--- src/rtl/mult_pkg.sv ---
// Shared types, defaults and the round-robin pick function for the
// shared shift-add multiplier scheduler.
package mult_pkg;

   localparam int unsigned DefaultNreq  = 4;
   localparam int unsigned DefaultWidth = 4;
   localparam int unsigned MaxNreq      = 32;
   localparam int unsigned MaxIdW       = 5;
   localparam int unsigned StateW       = 2;

   typedef enum logic [StateW-1:0] {
      StIdle,
      StCompute,
      StResp
   } state_e;

   // First valid index scanning last+1, last+2, ... with wrap. The scan runs from
   // the farthest offset down so the nearest valid requester overwrites the result.
   function automatic int unsigned rr_pick(input logic [MaxNreq-1:0] valid,
                                           input int unsigned        last,
                                           input int unsigned        nreq);
      int unsigned idx;
      rr_pick = last;
      for (int off = int'(nreq); off > 0; off--) begin
         idx = last + off;
         if (idx >= nreq) idx = idx - nreq;
         if (valid[idx[MaxIdW-1:0]]) rr_pick = idx;
      end
   endfunction

endpackage

--- src/rtl/mult_shift_add_core.sv ---
// Iterative shift-add multiplier: one partial product per cycle for WIDTH cycles
// after start; done pulses on the cycle whose edge completes the last iteration.
module mult_shift_add_core
   import mult_pkg::*;
#(
   parameter int unsigned WIDTH = DefaultWidth
) (
   input  logic               clk,
   input  logic               reset,
   input  logic               start,
   input  logic [WIDTH-1:0]   a,
   input  logic [WIDTH-1:0]   b,
   output logic               done,
   output logic [2*WIDTH-1:0] product
);

   localparam int unsigned CntW = (WIDTH > 1) ? $clog2(WIDTH) : 1;

   logic [2*WIDTH-1:0] mcand_q, mcand_d, acc_q, acc_d;
   logic [WIDTH-1:0]   mplier_q, mplier_d;
   logic [CntW-1:0]    cnt_q, cnt_d;
   logic               run_q, run_d;

   assign done    = run_q && (cnt_q == CntW'(WIDTH - 1));
   assign product = acc_q;

   // Multiplicand shifts left and multiplier shifts right, so bit k of b
   // meets a << k on iteration k.
   always_comb begin
      mcand_d  = mcand_q;
      mplier_d = mplier_q;
      acc_d    = acc_q;
      cnt_d    = cnt_q;
      run_d    = run_q;
      if (start) begin
         mcand_d  = {{WIDTH{1'b0}}, a};
         mplier_d = b;
         acc_d    = '0;
         cnt_d    = '0;
         run_d    = 1'b1;
      end else if (run_q) begin
         if (mplier_q[0]) acc_d = acc_q + mcand_q;
         mcand_d  = mcand_q << 1;
         mplier_d = mplier_q >> 1;
         cnt_d    = cnt_q + CntW'(1);
         if (done) run_d = 1'b0;
      end
   end

   always_ff @(posedge clk or negedge reset) begin
      if (!reset) begin
         mcand_q  <= '0;
         mplier_q <= '0;
         acc_q    <= '0;
         cnt_q    <= '0;
         run_q    <= 1'b0;
      end else begin
         mcand_q  <= mcand_d;
         mplier_q <= mplier_d;
         acc_q    <= acc_d;
         cnt_q    <= cnt_d;
         run_q    <= run_d;
      end
   end

endmodule

--- src/rtl/mult_scheduler.sv ---
// Round-robin scheduler sharing one shift-add multiplier between NREQ
// requesters, returning tagged products on a single backpressured channel.
module mult_scheduler
   import mult_pkg::*;
#(
   parameter  int unsigned NREQ  = DefaultNreq,
   parameter  int unsigned WIDTH = DefaultWidth,
   localparam int unsigned IDW   = $clog2(NREQ)
) (
   input  logic                  clk,
   input  logic                  reset,
   input  logic [NREQ-1:0]       req_valid,
   input  logic [NREQ*WIDTH-1:0] req_a,
   input  logic [NREQ*WIDTH-1:0] req_b,
   output logic [NREQ-1:0]       req_ready,
   output logic                  rsp_valid,
   output logic [IDW-1:0]        rsp_id,
   output logic [2*WIDTH-1:0]    rsp_product,
   input  logic                  rsp_ready,
   output logic                  busy
);

   state_e             state_q, state_d;
   logic [IDW-1:0]     last_q, id_q, winner;
   logic               accept, core_done;
   logic [2*WIDTH-1:0] core_product;
   logic [WIDTH-1:0]   a_arr [NREQ];
   logic [WIDTH-1:0]   b_arr [NREQ];

   for (genvar g = 0; g < NREQ; g++) begin : g_unpack
      assign a_arr[g] = req_a[g*WIDTH +: WIDTH];
      assign b_arr[g] = req_b[g*WIDTH +: WIDTH];
   end

   assign winner = IDW'(rr_pick(MaxNreq'(req_valid), 32'(last_q), NREQ));

   // Grant is gated by reset so req_ready reads zero while reset is held.
   always_comb begin
      state_d   = state_q;
      accept    = 1'b0;
      req_ready = '0;
      unique case (state_q)
         StIdle: begin
            if (reset && |req_valid) begin
               accept            = 1'b1;
               req_ready[winner] = 1'b1;
               state_d           = StCompute;
            end
         end
         StCompute: if (core_done) state_d = StResp;
         StResp:    if (rsp_ready) state_d = StIdle;
         default:   state_d = StIdle;
      endcase
   end

   always_ff @(posedge clk or negedge reset) begin
      if (!reset) begin
         state_q <= StIdle;
         last_q  <= IDW'(NREQ - 1);
         id_q    <= '0;
      end else begin
         state_q <= state_d;
         if (accept) begin
            last_q <= winner;
            id_q   <= winner;
         end
      end
   end

   mult_shift_add_core #(
      .WIDTH (WIDTH)
   ) u_core (
      .clk     (clk),
      .reset   (reset),
      .start   (accept),
      .a       (a_arr[winner]),
      .b       (b_arr[winner]),
      .done    (core_done),
      .product (core_product)
   );

   assign busy        = (state_q != StIdle);
   assign rsp_valid   = (state_q == StResp);
   assign rsp_id      = rsp_valid ? id_q : '0;
   assign rsp_product = rsp_valid ? core_product : '0;

endmodule

--- config.mk ---
export PLATFORM = sky130hd
export DESIGN_NAME = mult_scheduler
export DESIGN_NICKNAME = d
export VERILOG_FILES = /design/src/rtl/mult_pkg.sv /design/src/rtl/mult_shift_add_core.sv /design/src/rtl/mult_scheduler.sv
export SDC_FILE = /design/constraint.sdc
export NUM_CORES = 1
export LEC_CHECK = 0
export ABC_CLOCK_PERIOD_IN_PS = 5600
export BUFFER_PORTS_ARGS = -buffer_cell sky130_fd_sc_hd__buf_2
export CAP_MARGIN = 20
export CORE_MARGIN = 4
export CORE_UTILIZATION = 30
export CTS_CLUSTER_SIZE = 28
export DETAILED_ROUTE_END_ITERATION = 8
export GPL_TIMING_DRIVEN = 0
export RECOVER_POWER = 100
export SYNTH_ARGS = -nofsm -noshare
export SYNTH_HDL_FRONTEND = slang
export SYNTH_SLANG_ARGS = --single-unit
--- constraint.sdc ---
create_clock -name clk -period 5.6 [get_ports clk]
set_clock_uncertainty 0.05 [all_clocks]
set_input_delay 0.28 -clock clk [delete_from_list [all_inputs] [get_ports clk]]
set_output_delay 0.28 -clock clk [all_outputs]
set_load 0.01 [all_outputs]
Yosys cells after proc, flatten, opt, wreduce, memory -nomap -nowiden
Index checks and enable logic that the tools add are counted.
- memory bits (writable): 0
- memories kept: 0
- logic and storage cells: 92
- memory bits (read-only): 0
- bits in registers: 29
- bits in latches: 0
- reduce and logical (&&, ||, !) cells: 10
- eq/ne operators: 6
- divide/modulo/power cells: 0
- mux-type cells: 46
- shifts and indexed selects: 0
- $mul: 0
- add/sub/neg operators: 10
- bitwise logic cells: 1
- $lt $le $gt $ge: 11
- operators with widths (kind ; count):
    $mux 8 ; 6
    $mux 4 ; 8
    $lt 5x6->1 const B ; 4
    $bmux 1 s5 ; 4
    $mux 2 ; 10
    $mux 5 ; 4
    $bmux 4 s2 ; 2
    $ge 3x3->1 const B ; 4
    $sub 3x3->4 const B ; 3
    $mux 1 ; 10
    $add 8x8->8 ; 1
    $add 2x2->3 const B ; 2
    $pmux 2 s3 ; 1
    $reduce_bool 2->1 ; 3
    $sub 4x3->5 const B ; 1
    $add 2x3->4 const B ; 1
    $eq 2x2->1 const B ; 2
    $ge 4x3->1 const B ; 1
    $ne 2x2->1 const B ; 2
    $reduce_or 4->1 ; 1
    $add 2x1->3 const B ; 1
    $logic_and 1x1->1 ; 3
    $lt 2x3->1 const B ; 1
    $not 2->3 ; 1
    other kinds (8) ; 8

Longest topological paths before layout
Gate-level depths: netlist of the first run.
- word-level depth: 15
- depth in mapped cells: 13
- gate-level depth less buffers: 9

Hierarchy
Synthesis of the first run repeated with hierarchy kept, for this count alone.
- cell total of the unflattened synthesis: 285
- area total of the unflattened synthesis: 2555.0 um^2
- modules (own cells, without submodules) (module ; area an instance (um^2) ; times used ; cells each ; seq. area each (um^2)):
    mult_shift_add_core ; 1287.5 ; 1 ; 130 ; 575.6
    mult_scheduler ; 1267.5 ; 1 ; 155 ; 152.6

Least setup slack after synthesis of the first run
OpenSTA, ideal clock, no wires.
- kind: reg2reg
- start point: register last_q[0]
- end point: register u_core.mcand_q[3]
- arrival: 3487 ps
- slack: 1945 ps
- stages on the path, launching flop included: 12
- path through: dfstp_2 > buf_4 > clkbuf_1 > inv_2 > clkbuf_1 > ha_1 > or3_4 > a311oi_2 > nor2_4 > xnor2_4 > mux4_2 > a21o_1
- longest elaborated chain between the ends: 14
- ends and longest elaborated chain (element ; RTL line ; RTL):
    start: declaration ; mult_scheduler.sv:24 ; logic [IDW-1:0] last_q, id_q, winner;
    start signal: assignment ; mult_scheduler.sv:59 ; last_q <= IDW'(NREQ - 1);
    start signal: assignment ; mult_scheduler.sv:64 ; last_q <= winner;
    $add 2x3->4 ; mult_pkg.sv:25 ; idx = last + off;
    $sub 4x3->5 or $ge 4x3->1 (tied branches) ; mult_pkg.sv:26 ; if (idx >= nreq) idx = idx - nreq;
    $mux 5 ; mult_pkg.sv:26 ;
    $bmux 1 s5 ; mult_pkg.sv:27 ; if (valid[idx[MaxIdW-1:0]]) rr_pick = idx;
    $mux 1 (not written as such) ; mult_pkg.sv:27 ;
    $mux 2 (3 in a row) ; mult_pkg.sv:27 ;
    $mux 2 (*) ; mult_pkg.sv:27 ;
    $not 2->3 (not written as such) (*) ; mult_scheduler.sv:76 ; .a (a_arr[winner]),
    $bmux 4 s2 (*) ; mult_scheduler.sv:76 ;
    $mux 4 (not written as such) (*) (2 in a row) ; mult_scheduler.sv:76 ;
    $mux 8 (*) ; mult_shift_add_core.sv:35 ; if (start) begin
    end signal: assignment ; mult_shift_add_core.sv:58 ; mcand_q <= mcand_d;
    end: declaration ; mult_shift_add_core.sv:19 ; logic [2*WIDTH-1:0] mcand_q, mcand_d, acc_q, acc_d;
Every way passes the cells marked *; elsewhere a longest branch is shown, timed or not. The select of a mux whose other input is x is not followed.
A chain may end at the register's enable or synchronous reset.

Worst setup path in the final report of the first run
Same ends and word-level chain as after synthesis.

==> results.md, run 1 <==
- Hpwl dp: 4290 um
- RSZ-0062 raised after global routing: no
- Maximum fanout along the worst path: 11
- Fmax: 214 MHz
- Cell mode on critical path: clkbuf_1
- Max-cap violation count: 1
- Max clock buf depth: 2
- Setup violations, final: 0
- YS warnings: 0
- Min Tclk post-route: 4.67 ns
- PortBufs: 54
- Mean Syn Cell Area: 8.41 um2
- Kind of critical path: register to register
- Syn_nets: 315
- GRT Total Usage: 0.131
- Max transition margin: -0.106
- Worst hold path type: primary input to register
- Ys flop type: dfrtp_1
- Cells after Synth: 262
- Clock Tree Root: clkbuf_8
- DRC errors left: 0
- Total clock buffers created by CTS: 5
- Unique masters post-synth: 46
- Crit-path max cell delay: 0.86 ns
- Largest net degree at the start of global routing: 32
- Fill cell instance count of the final layout: 740
- Setup bufs post-CTS: 0
- Status: finished with violations
- Share of cells above drive strength 1: 0.198
- Vias: 2,029
- Routability Congestion: 0.808
- Post-CTS Hold Buffers: 0
- TNS Setup: 0 ns
- CP Launch Type: register
- Die width: 93.7 um
- Initial antenna violation count: 0
- Final hold vios: 0
- Fin. max-slew vios: 32
- Area Overhead vs Synth: 21.3%
- Congestion Overflow GR: 0
- Detailed Route WL: 5500 um
- Slowest-stage cell, CP: xnor2_1
- Via density: 4.83
- Initial drt markers: 84
- Post-cts resize count: 0
- Post-Syn Area: 2200 um2
- Post-synth EDFFs: 0
- Total core area: 6940 um2
- Actual slew at the worst max-slew pin: 1.66 ns
- H-tree depth: 2
- Failing checks: capacitance limit, slew limit
- Core Util, Final: 0.385
- Die Height: 93.7 um
- CP endpoint kind: register
- Post-synthesis sequential area ratio: 0.331
- Peak supply drop: 0.156 mV
- CP Cell Sequence: buf_4 > clkbuf_1 > inv_1 > clkbuf_1 > ha_1 > or3_1 > a311oi_2 > nor2_4 > xnor2_1 > mux4_2 > a21o_1
- Final net count: 376
- Static leakage: 1.27 nW
- Clock transition at the registers of the reported paths: 0.07 ns
- Tcrit/Tclk final: 0.833
- Row count: 30
- #FFs+latches synth: 29
- PD cells: 598 nW/um2
- Clk_lat worst skew: 0.28 ns
- Ports: 55
- Critical path arrival: 4.78 ns
- WL per Instance: 13.1 um
- TritonCTS Sinks: 29
- First-pass GRT wire length: 9180 um
- DR pass1 iterations: 6
- Die area: 8780 um2
- Asr flop ratio synth: 1.00
- Vias in the first global route: 1,990
- FF-to-FF path depth: 11
- Critical path data required time: 5.72 ns
- Starting Density: 0.317
- ANT nets after route: 0
- Inserted Diodes: 0
- TritonCTS clock tree: built
- Hold path cells: 2
## stage by stage
stage                     worst slack (ns)  total power, mW  hold WS, ns  cell area, um2  instances
after floorplan                       1.95             1.20      -0.0656            2200        262
after global placement                1.46             1.41        0.314            2590        412
after detailed placement              1.44             1.43        0.309            2590        412
after CTS                             1.32             1.66      0.00562            2710        420
after global routing                 0.543             1.76        0.136            2670        420
final                                0.934             1.60        0.136            2670        420
## Yosys cell counts, types with 2 or more instances
cell type / number / area [um2]
o21ai_0: 5 / 25.0
nand2_1: 56 / 210
dfrtp_1: 27 / 676
a311oi_2: 2 / 30.0
dfstp_2: 2 / 52.6
mux2i_1: 12 / 120
a31oi_1: 4 / 25.0
nand2b_1: 2 / 12.5
o221ai_1: 2 / 17.5
o21ai_1: 10 / 50.1
a2bb2oi_1: 2 / 17.5
mux4_2: 2 / 45.0
and2_1: 14 / 87.6
nand3_1: 2 / 10.0
xnor2_1: 8 / 70.1
mux2_4: 3 / 45.0
nor2_1: 21 / 78.8
ha_1: 13 / 163
o21bai_1: 2 / 15.0
buf_1: 3 / 11.3
inv_1: 7 / 26.3
a21o_1: 4 / 30.0
or2_2: 2 / 12.5
a21oi_1: 28 / 140
clkbuf_1: 8 / 30.0
## per-layer routing
layer	vias up	track usage	wire length, um
met4	0	0.0385	89
li1	1030	-	-
met3	7	0.0353	309
met2	45	0.217	2650
met5	-	0	0
met1	947	0.167	2450
## flip-flops by register name (all words and copies together), names as in the netlist
| signal | count |
|---|---|
| u_core.cnt_q | 2 |
| u_core.run_q | 1 |
| u_core.product | 8 |
| id_q | 2 |
| last_q | 2 |
| u_core.mplier_q | 4 |
| state_q | 2 |
| u_core.mcand_q | 8 |
## where the power goes
part / leakage [nW] / switching [mW] / total (mW) / internal (mW)
registers: 0.364 / 0.0753 / 0.383 / 0.308
clock network: 0.0585 / 0.0807 / 0.226 / 0.145
logic: 0.852 / 0.564 / 0.988 / 0.423
## area by class of cell
| cell class | instances | area (um2) | area share |
|---|---|---|---|
| Buffer | 12 | 48.8 | 0.0183 |
| Clock buffer | 7 | 86.3 | 0.0323 |
| Clock inverter | 1 | 30.0 | 0.0112 |
| Inverter | 8 | 30.0 | 0.0112 |
| Multi-Input combinational cell | 213 | 1370 | 0.513 |
| Sequential cell | 29 | 728 | 0.273 |
| Tap cell | 96 | 120 | 0.0450 |
| Timing Repair Buffer | 54 | 256 | 0.0960 |
## critical path, delay by kind of cell (launching register included)
| kind | cells | cell delay [ns] |
|---|---|---|
| AO/OA/AOI/OAI | 2 | 0.61 |
| XOR/XNOR | 1 | 0.86 |
| flip-flops | 1 | 0.57 |
| buffers and inverters | 4 | 1.09 |
| AND/OR/NAND/NOR | 2 | 0.48 |
| adder cells (fa/ha/maj) | 1 | 0.27 |
| multiplexers | 1 | 0.61 |
## logic make-up (layout without fill, tap and decap cells)
group / count (synthesis) / after routing / synth area share
buf+inv: 20 / 82 / 0.0358
mux: 17 / 17 / 0.0955
fa+ha+maj: 14 / 14 / 0.0830
compound gates: 68 / 68 / 0.195
simple gates: 105 / 105 / 0.216
xor+xnor: 9 / 9 / 0.0443
flops: 29 / 29 / 0.331
## placed cells by master (no fill, tap or decap), drive strengths merged, types with 3 or more instances in the layout
master  count
a31oi       4
ha         13
or2         3
o21ai      15
inv         8
buf        45
nor2       22
nand2      56
and2       14
a21o        4
a21oi      28
mux2        3
mux2i      12
clkbuf     28
dfrtp      27
xnor2       9
## worst paths after layout
| check | startpoint | end | slack (ns) |
|---|---|---|---|
| setup / recovery | last_q[0] | u_core.mcand_q[3] | 0.93 |
| hold / removal | rsp_ready | state_q[1] | 0.14 |
| setup reg to reg | last_q[0] | u_core.mcand_q[3] | 0.93 |
| hold reg to reg | id_q[1] | id_q[1] | 0.43 |
| max in group asynchronous | reset | u_core.mcand_q[3] | 4.17 |
| min in group asynchronous | reset | u_core.product[4] | 0.37 |
Note: power is estimated with default switching activity, not from simulation.
==> run 2, diff against run 1 <==
--- a/config.mk
+++ b/config.mk
@@ -5,7 +5,8 @@
 export SDC_FILE = /design/constraint.sdc
 export NUM_CORES = 1
 export LEC_CHECK = 0
-export ABC_CLOCK_PERIOD_IN_PS = 5600
+export ABC_AREA = 1
+export ABC_CLOCK_PERIOD_IN_PS = 3900
 export BUFFER_PORTS_ARGS = -buffer_cell sky130_fd_sc_hd__buf_2
 export CAP_MARGIN = 20
 export CORE_MARGIN = 4
==> constraint.sdc (replaced) <==
create_clock -name clk -period 3.9 [get_ports clk]
set_clock_uncertainty 0.05 [all_clocks]
set_input_delay 0.195 -clock clk [delete_from_list [all_inputs] [get_ports clk]]
set_output_delay 0.195 -clock clk [all_outputs]
set_load 0.01 [all_outputs]
==> results.md, run 2 <==
- Share of the synthesized area in the top cell type: 0.298
- Final Cell Area: 2710 um2
- First-pass GRT wire length: 9400 um
- Vias in the first global route: 2,063
- ANT nets after route: 0
- FF-to-FF path depth: 15
- Largest net degree at the start of global routing: 31
- Synth area leader: dfrtp_1
- Starting Density: 0.311
- Hpwl dp: 4320 um
- Asr flop ratio synth: 1.00
- Commonest non-fill, non-tap cell in the layout: nand2_1
- Static leakage: 1.42 nW
- TNS Setup: 0 ns
- CP endpoint kind: output port
- H-tree depth: 2
- Critical path arrival: 2.89 ns
- Tcrit/Tclk final: 0.803
- Total clock buffers created by CTS: 5
- Final hold vios: 0
- Final net count: 422
- GRT Total Usage: 0.131
- Via density: 4.42
- DR pass1 iterations: 4
- Switch Pwr: 1.20 mW
- Fill cell instance count of the final layout: 812
- Ports: 55
- PortBufs: 54
- Mean Syn Cell Area: 7.38 um2
- Reg-to-Reg End: u_core.mcand_q[3]
- Row count: 31
- Max clock buf depth: 2
- YS warnings: 0
- Comb pwr share: 0.674
- #FFs+latches synth: 29
- PD cells: 865 nW/um2
- RSZ-0062 raised after global routing: no
- Crit path launch: reset
- Congestion Overflow GR: 0
- PnR Total Power: 2.35 mW
- Post-synth EDFFs: 0
- Kind of critical path: primary input to output port
- Post-cts resize count: 0
- Syn_nets: 360
- Power share of the sequential group: 0.219
- Share of cells above drive strength 1: 0.222
- Maximum fanout along the worst path: 30
- Placed Cells: 460
- Most frequent cells in the layout: nand2_1, buf_2, inv_1, nand3_1, dfrtp_1
- Detailed Route WL: 5520 um
- Top cells by count, synth: nand2_1, inv_1, dfrtp_1, nand3_1, nor2_1
- Placed inst area: 2660 um2
- Initial antenna violation count: 0
- Count leader, synth: nand2_1
- Cell mode on critical path: clkbuf_1
- Slowest-stage cell, CP: buf_2
- Status: finished clean
- Clk_lat worst skew: 0.28 ns
- Peak supply drop: 0.283 mV
- Fmax: 319 MHz
- Register area: 728 um2
- Critical path data required time: 3.65 ns
- TritonCTS Sinks: 29
- DRC errors left: 0
- Setup violations, final: 0
- Switching Share: 0.512
- Clock Power Share: 0.107
- Vias: 2,070
- Max-cap violation count: 0
- Critical path capture point: req_ready[1]
- Ys flop type: dfrtp_1
- Clock Tree Root: clkbuf_8
- Reg-to-reg setup timing slack: 1.34 ns
- Non-filler cells, final: 468
- Die width: 94.9 um
- Worst hold path type: primary input to register
- Unique masters post-synth: 32
- Total core area: 7290 um2
- Area Overhead vs Synth: 19.6%
- Post-Syn Area: 2270 um2
- Post-synthesis sequential area ratio: 0.321
- Actual slew at the worst max-slew pin: 0.676 ns
- RR Startpoint: last_q[0]
- CP Launch Type: primary input
- WL per Instance: 11.8 um
- Inserted Diodes: 0
- Cells after Synth: 307
- Die area: 9010 um2
- Max transition margin: 0.549
- Internal power: 1.15 mW
- Initial drt markers: 94
- Die Height: 94.9 um
- TritonCTS clock tree: built
- Routability Congestion: 0.818
- Clock transition at the registers of the reported paths: 0.06 ns
- Crit-path max cell delay: 0.54 ns
- Fin. max-slew vios: 0
- Multi-input combinational cell area: 1310 um2
- Largest cells by area after synthesis: dfrtp_1, nand2_1, ha_1
- Min Tclk post-route: 3.13 ns
- CP Cell Sequence: dlygate4sd3_1 > buf_2 > nand3_1 > inv_1 > clkbuf_1 > nand2_1 > nor2_1 > clkbuf_1
-- run 2: cell count changes after synthesis, sizes merged, moves of 12 or more --
cell and change:
nand3 +34, inv +32, a21oi -18, nand2 +59
and2 -14, mux2i -12
-- run 2: logic make-up after synthesis --
| group | after synthesis | share of synthesized area |
|---|---|---|
| and+or+nand+nor | 183 | 0.407 |
| adders and majority gates | 14 | 0.0806 |
| DFF | 29 | 0.321 |
| buffers and inverters | 46 | 0.0938 |
| xor gates and xnor gates | 4 | 0.0155 |
| AOI/OAI and AO/OA | 31 | 0.0817 |
-- run 2: through the flow --
step / utilization / worst slack [ns] / hold slack, ns
after floorplan: - / 1.51 / -0.151
after global placement: 0.365 / 1.22 / 0.227
after detailed placement: 0.365 / 1.19 / 0.230
after CTS: 0.378 / 0.878 / 0.0417
after global routing: 0.372 / 0.417 / 0.0426
final: 0.372 / 0.770 / 0.0460
-- run 2: worst min-delay path by stage --
| stage | startpoint | to | slack (ns) | depth (start not counted) |
|---|---|---|---|---|
| 3_5_place_dp | reset | u_core.product[1] | 0.23 | 1 |
| 4_1_cts | rsp_ready | state_q[1] | 0.04 | 2 |
| 2_1_floorplan | reset | id_q[0] | -0.15 | 0 |
| 3_3_place_gp | reset | u_core.product[1] | 0.23 | 1 |
| 5_1_grt | rsp_ready | state_q[1] | 0.04 | 2 |
| 6_report | rsp_ready | state_q[1] | 0.05 | 2 |
-- run 2: area by class of cell --
cell class                      count  area share
Buffer                              6      0.0171
Clock buffer                        7      0.0318
Inverter                           40      0.0581
Multi-Input combinational cell    232       0.482
Sequential cell                    29       0.269
Tap cell                           99      0.0457
Timing Repair Buffer               55      0.0969
-- run 2: power groups by stage --
stage | sequential (mW) | clock (mW) | combinational, mW
after floorplan | 0.497 | 0 | 1.31
after global placement | 0.516 | 0 | 1.61
after detailed placement | 0.519 | 0 | 1.63
after CTS | 0.514 | 0.259 | 1.64
after global routing | 0.529 | 0.273 | 1.81
final | 0.513 | 0.251 | 1.58
-- run 2: worst max-delay path: cells and delay by family --
kind	cells	cell delay (ns)
and+or+nand+nor	3	0.82
buffers and inverters	5	1.85
-- run 2: layer usage --
metal	up-vias	global-route usage	share of wire
met3	6	0.0255	0.054
met2	42	0.220	0.46
met5	-	0	0
met1	920	0.171	0.48
met4	0	0.0325	0.0083
li1	1102	-	-
-- run 2: timing repair --
| action | CTS | global route |
|---|---|---|
| endpoints found under the hold margin | 27 | 0 |
| hold buffers | 1 | 0 |
| setup buffers | 0 | 0 |
